**src/rtl/sr_piso_tx_pkg.sv**
```systemverilog
// Shared definitions for the serial link: FSM state encodings and default word width.
package sr_piso_tx_pkg;

    typedef enum logic [1:0] {
        SR_IDLE  = 2'd0,
        SR_SHIFT = 2'd1,
        SR_GAP   = 2'd2
    } sr_state_e;

    localparam int SR_DEFAULT_WIDTH = 4;

    // Bits needed to hold a count of n-1 (at least one bit).
    function automatic int sr_cnt_w(input int n);
        return (n <= 2) ? 1 : $clog2(n);
    endfunction

endpackage

```
**src/rtl/sr_bit_counter.sv**
```systemverilog
// Loadable down-counter with a zero flag; stops at zero rather than wrapping.
module sr_bit_counter #(
    parameter int W = 4
) (
    input  logic         clk,
    input  logic         reset,
    input  logic         load,
    input  logic [W-1:0] load_val,
    input  logic         dec,
    output logic [W-1:0] count,
    output logic         zero
);

    always_ff @(posedge clk or posedge reset) begin
        if (reset) begin
            count <= '0;
        end else if (load) begin
            count <= load_val;
        end else if (dec && (count != '0)) begin
            count <= count - 1'b1;
        end
    end

    assign zero = (count == '0);

endmodule

```
**src/rtl/sr_piso_tx.sv**
```systemverilog
// Parallel-in serial-out transmitter: valid/ready word load, one bit per clock,
// framed by a bit counter, with an optional forced idle gap between words.
module sr_piso_tx
    import sr_piso_tx_pkg::*;
#(
    parameter int WIDTH     = SR_DEFAULT_WIDTH,
    parameter bit MSB_FIRST = 1'b1,
    parameter int GAP       = 0
) (
    input  logic             clk,
    input  logic             reset,
    input  logic [WIDTH-1:0] din,
    input  logic             load_valid,
    output logic             load_ready,
    output logic             sout,
    output logic             sout_valid,
    output logic             frame_start,
    output logic             frame_done,
    output logic             busy
);

    localparam int                CNT_W    = sr_cnt_w(WIDTH);
    localparam logic [CNT_W-1:0]  BIT_LAST = CNT_W'(WIDTH - 1);
    localparam logic [3:0]        GAP_LOAD = (GAP > 0) ? 4'(GAP - 1) : 4'd0;

    sr_state_e        state;
    sr_state_e        state_next;
    logic [WIDTH-1:0] shreg;
    logic [CNT_W-1:0] bit_cnt;
    logic             bit_zero;
    logic             bit_load;
    logic             bit_dec;
    logic [3:0]       gap_cnt_unused;
    logic             gap_zero;
    logic             gap_load;
    logic             gap_dec;
    logic             shreg_load;
    logic             shreg_shift;
    logic             accept;

    assign accept = load_valid && load_ready;

    sr_bit_counter #(.W(CNT_W)) u_bit_cnt (
        .clk      (clk),
        .reset    (reset),
        .load     (bit_load),
        .load_val (BIT_LAST),
        .dec      (bit_dec),
        .count    (bit_cnt),
        .zero     (bit_zero)
    );

    sr_bit_counter #(.W(4)) u_gap_cnt (
        .clk      (clk),
        .reset    (reset),
        .load     (gap_load),
        .load_val (GAP_LOAD),
        .dec      (gap_dec),
        .count    (gap_cnt_unused),
        .zero     (gap_zero)
    );

    always_ff @(posedge clk or posedge reset) begin
        if (reset) begin
            state <= SR_IDLE;
        end else begin
            state <= state_next;
        end
    end

    always_comb begin
        state_next  = state;
        bit_load    = 1'b0;
        bit_dec     = 1'b0;
        gap_load    = 1'b0;
        gap_dec     = 1'b0;
        shreg_load  = 1'b0;
        shreg_shift = 1'b0;
        case (state)
            SR_IDLE: begin
                if (accept) begin
                    state_next = SR_SHIFT;
                    bit_load   = 1'b1;
                    shreg_load = 1'b1;
                end
            end
            SR_SHIFT: begin
                if (!bit_zero) begin
                    bit_dec     = 1'b1;
                    shreg_shift = 1'b1;
                end else if (GAP > 0) begin
                    state_next = SR_GAP;
                    gap_load   = 1'b1;
                end else if (accept) begin
                    // Back-to-back reload on the last bit: no bubble between words.
                    bit_load   = 1'b1;
                    shreg_load = 1'b1;
                end else begin
                    state_next = SR_IDLE;
                end
            end
            SR_GAP: begin
                if (gap_zero) begin
                    state_next = SR_IDLE;
                end else begin
                    gap_dec = 1'b1;
                end
            end
            default: state_next = SR_IDLE;
        endcase
    end

    always_comb begin
        load_ready  = 1'b0;
        sout        = 1'b0;
        sout_valid  = 1'b0;
        frame_start = 1'b0;
        frame_done  = 1'b0;
        busy        = (state != SR_IDLE);
        case (state)
            // Held low while reset is asserted so nothing is offered during reset.
            SR_IDLE: load_ready = !reset;
            SR_SHIFT: begin
                sout_valid  = 1'b1;
                sout        = MSB_FIRST ? shreg[WIDTH-1] : shreg[0];
                frame_start = (bit_cnt == BIT_LAST);
                frame_done  = bit_zero;
                load_ready  = bit_zero && (GAP == 0);
            end
            default: ;
        endcase
    end

    always_ff @(posedge clk or posedge reset) begin
        if (reset) begin
            shreg <= '0;
        end else if (shreg_load) begin
            shreg <= din;
        end else if (shreg_shift) begin
            shreg <= MSB_FIRST ? {shreg[WIDTH-2:0], 1'b0} : {1'b0, shreg[WIDTH-1:1]};
        end
    end

endmodule

```
**config.mk**
```make
export PLATFORM = sky130hd
export DESIGN_NAME = sr_piso_tx
export DESIGN_NICKNAME = d
export VERILOG_FILES = /design/src/rtl/sr_piso_tx_pkg.sv /design/src/rtl/sr_bit_counter.sv /design/src/rtl/sr_piso_tx.sv
export SDC_FILE = /design/constraint.sdc
export NUM_CORES = 1
export LEC_CHECK = 0
export CAP_MARGIN = 25
export CORE_AREA = 2 2 39 41
export DETAILED_ROUTE_END_ITERATION = 8
export DIE_AREA = 0 0 41 43
export SLEW_MARGIN = 20
export SYNTH_ARGS = -nofsm -noshare
export SYNTH_HDL_FRONTEND = slang
export SYNTH_SLANG_ARGS = --single-unit
export TNS_END_PERCENT = 10
```
**constraint.sdc**
```tcl
create_clock -name clk -period 1.7 [get_ports clk]
set_input_delay 0.34 -clock clk [delete_from_list [all_inputs] [get_ports clk]]
set_output_delay 0.34 -clock clk [all_outputs]
set_load 0.005 [all_outputs]
```
==> results_dict.tcl <==
set metrics [dict create \
    status "completed" \
    cts.path.max_buffers 2 \
    netlist_area_sq_um 380 \
    place_ws_ns -0.214 \
    gp_routability_congestion 0.713 \
    fin_area_sq_um 623 \
    cts_max_level 1 \
    cts_sinks 7 \
    worstSkewPairLatency_ns 0.25 \
    drt-total-wl_um 840 \
    fin_nets 71 \
    synthesis.nets 45 \
    numPortBuffers 12 \
    start_util 0.275 \
    synth_top_area_share 0.461 \
    ys_warn_count 0 \
    slew_headroom 0.756 \
    end_kind "output port" \
    cts_made_buffers 3 \
    drtIter0Drc 7 \
    ys_seq_area_frac 0.461 \
    cp-start-kind "flip-flop" \
    ir_worst_vdd_v 0.000713 \
    crit_arrival_ns 1.30 \
    slew_viol_final 0 \
    fillerInstances 140 \
    fmax_mhz 611 \
    fin_tns_setup_ns 0 \
    grt_pass1_vias 297 \
    synth_area_leaders "dfrtp_1 (46%), and2_1 (8.2%), a221o_1 (7.9%)" \
    drcViolationCount 0 \
    synth_cell_type_count 19 \
    track_usage 0.105 \
    avgRoutedWirePerCell_um 10.9 \
    multi_input_area_sq_um 198 \
    firstDrtPassIters 4 \
    coreArea_sq_um 1380 \
    async_flop_share 1.00 \
    required_ns 1.36 \
    io_pins 13 \
    rows 14 \
    r2r_setup_slack_ns 0.17 \
    dieHeight_um 43 \
    period_share 0.963 \
    tightest_slew_ns 0.365 \
    cp_max_fo 3 \
    antenna_found_initial 0 \
    clk_pin_slew_ns 0.05 \
    max-cap-violations 0 \
    place_area_sq_um 581 \
    timing.rr.end "shreg[1]$_DFFE_PP0P_" \
    ys.flop_type "dfrtp_1" \
    grt_pass1_wl_mm 1.20 \
    setup_ws_ns 0.0622 \
    skew_ns 0.00233 \
    holdCritPathClass "input pin to asynchronous set/reset pin" \
    vias_per_cell 4.51 \
    antenna_left 0 \
    via_count 347 \
    yosys.cell_count.top_type "dfrtp_1" \
    clock_tree.root_cell "clkbuf_4" \
    netlist_instances 36 \
    critPathKind "flip-flop to output port" \
    setup_violations 0 \
    die_area_sq_um 1760 \
    grt_overflow_total 0 \
    grt_max_degree 8 \
    synth_edf_count 0 \
    period_needed_ns 1.64 \
    cts_tree "built" \
    synthTopCellsByCount "dfrtp_1 (7), and2_1 (5), inv_1 (4), a221o_1 (3)" \
    synth-seq-cells 7 \
    power_density_nw_per_um2 1740 \
    synth_area_leader_cell "dfrtp_1" \
    r2r-start "u_bit_cnt.count[0]$_DFFE_PP0P_" \
    drive_above_1_share 0.295 \
    diodes 0 \
    numPlacedInstances 72 \
    hold_buffers 0 \
    worstRegToRegCells 6 \
    seqCellArea_sq_um 175 \
    stdcell_count 77 \
    avgSynthCellArea_sq_um 10.6 \
    area_growth_syn_to_layout_pct 63.8 \
    hold_viol_final 0 \
    die_w_um 41 \
    leakagePower_nw 0.302 \
    whs_ns 0.421 \
]
==> per-layer routing <==
metal  track usage  up-vias  wire [um]
met5             0        -          0
met4         0.100        0         14
met3        0.0314        2         49
met2         0.131       15        414
met1         0.135      157        361
li1              -      173          -
==> stage by stage <==
step	utilization	total power [mW]
5_1_grt	0.450	1.19
3_5_place_dp	0.420	0.892
2_1_floorplan	-	0.583
6_report	0.450	1.08
4_1_cts	0.443	1.04
3_3_place_gp	0.420	0.877
==> state kept, by name, indices dropped and copies added, names as in the netlist <==
name,count
u_bit_cnt.count,2
shreg,4
state,1
==> layout by cell type (no fill, tap or decap), types with 2 or more instances in the layout <==
master            n
clkdlybuf4s15_1   2
buf_4            10
clkdlybuf4s50_1   8
inv_1             3
nand2b_1          2
clkbuf_4          3
dfrtp_1           7
a221o_1           3
and2_1            5
==> kinds of logic (layout without fill, tap and decap cells) <==
logic type,count (synthesis),in the layout,share of synthesized area
and+or+nand+nor,13,13,0.211
xor gates and xnor gates,1,1,0.0230
DFF,7,7,0.461
adders and majority gates,2,2,0.0658
AOI/OAI and AO/OA,7,7,0.151
muxes,1,1,0.0296
buffers and inverters,5,30,0.0592
==> power by group <==
group | switching (mW) | total [mW] | internal (mW) | leakage (nW)
logic | 0.258 | 0.658 | 0.400 | 0.201
registers | 0.0338 | 0.271 | 0.238 | 0.0862
clock network | 0.0640 | 0.154 | 0.0897 | 0.0150
total | 0.355 | 1.08 | 0.727 | 0.302
==> cell type report <==
type                    count  share of cell area
well taps                  16              0.0321
multi-input cells          24               0.317
inverters                   4              0.0241
clock buffers               4              0.0422
flip-flops and latches      7               0.281
repair buffers             22               0.303
==> timing repair <==
item / in CTS / in global routing
resized for setup: 7 / 5
pin swaps: 0 / 1
endpoints found under the setup margin: 4 / 3
setup buffers: 1 / 0
==> critical path, stage by stage, from the launching register on <==
cell             delay, ns
dfrtp_1               0.37
inv_1                 0.10
ha_4                  0.14
and2_4                0.13
buf_4                 0.11
clkdlybuf4s15_1       0.19
==> worst max path at each step <==
stage	startpoint	to	slack [ns]
floorplan	u_bit_cnt.count[0]$_DFFE_PP0P_	shreg[1]$_DFFE_PP0P_	0.30
CTS	u_bit_cnt.count[0]$_DFFE_PP0P_	load_ready	-0.07
finish	u_bit_cnt.count[0]$_DFFE_PP0P_	frame_done	0.06
global route	u_bit_cnt.count[0]$_DFFE_PP0P_	frame_done	-0.02
detailed placement	reset	load_ready	-0.21
global placement	reset	load_ready	-0.20
Power figures use the tool's default switching activity.
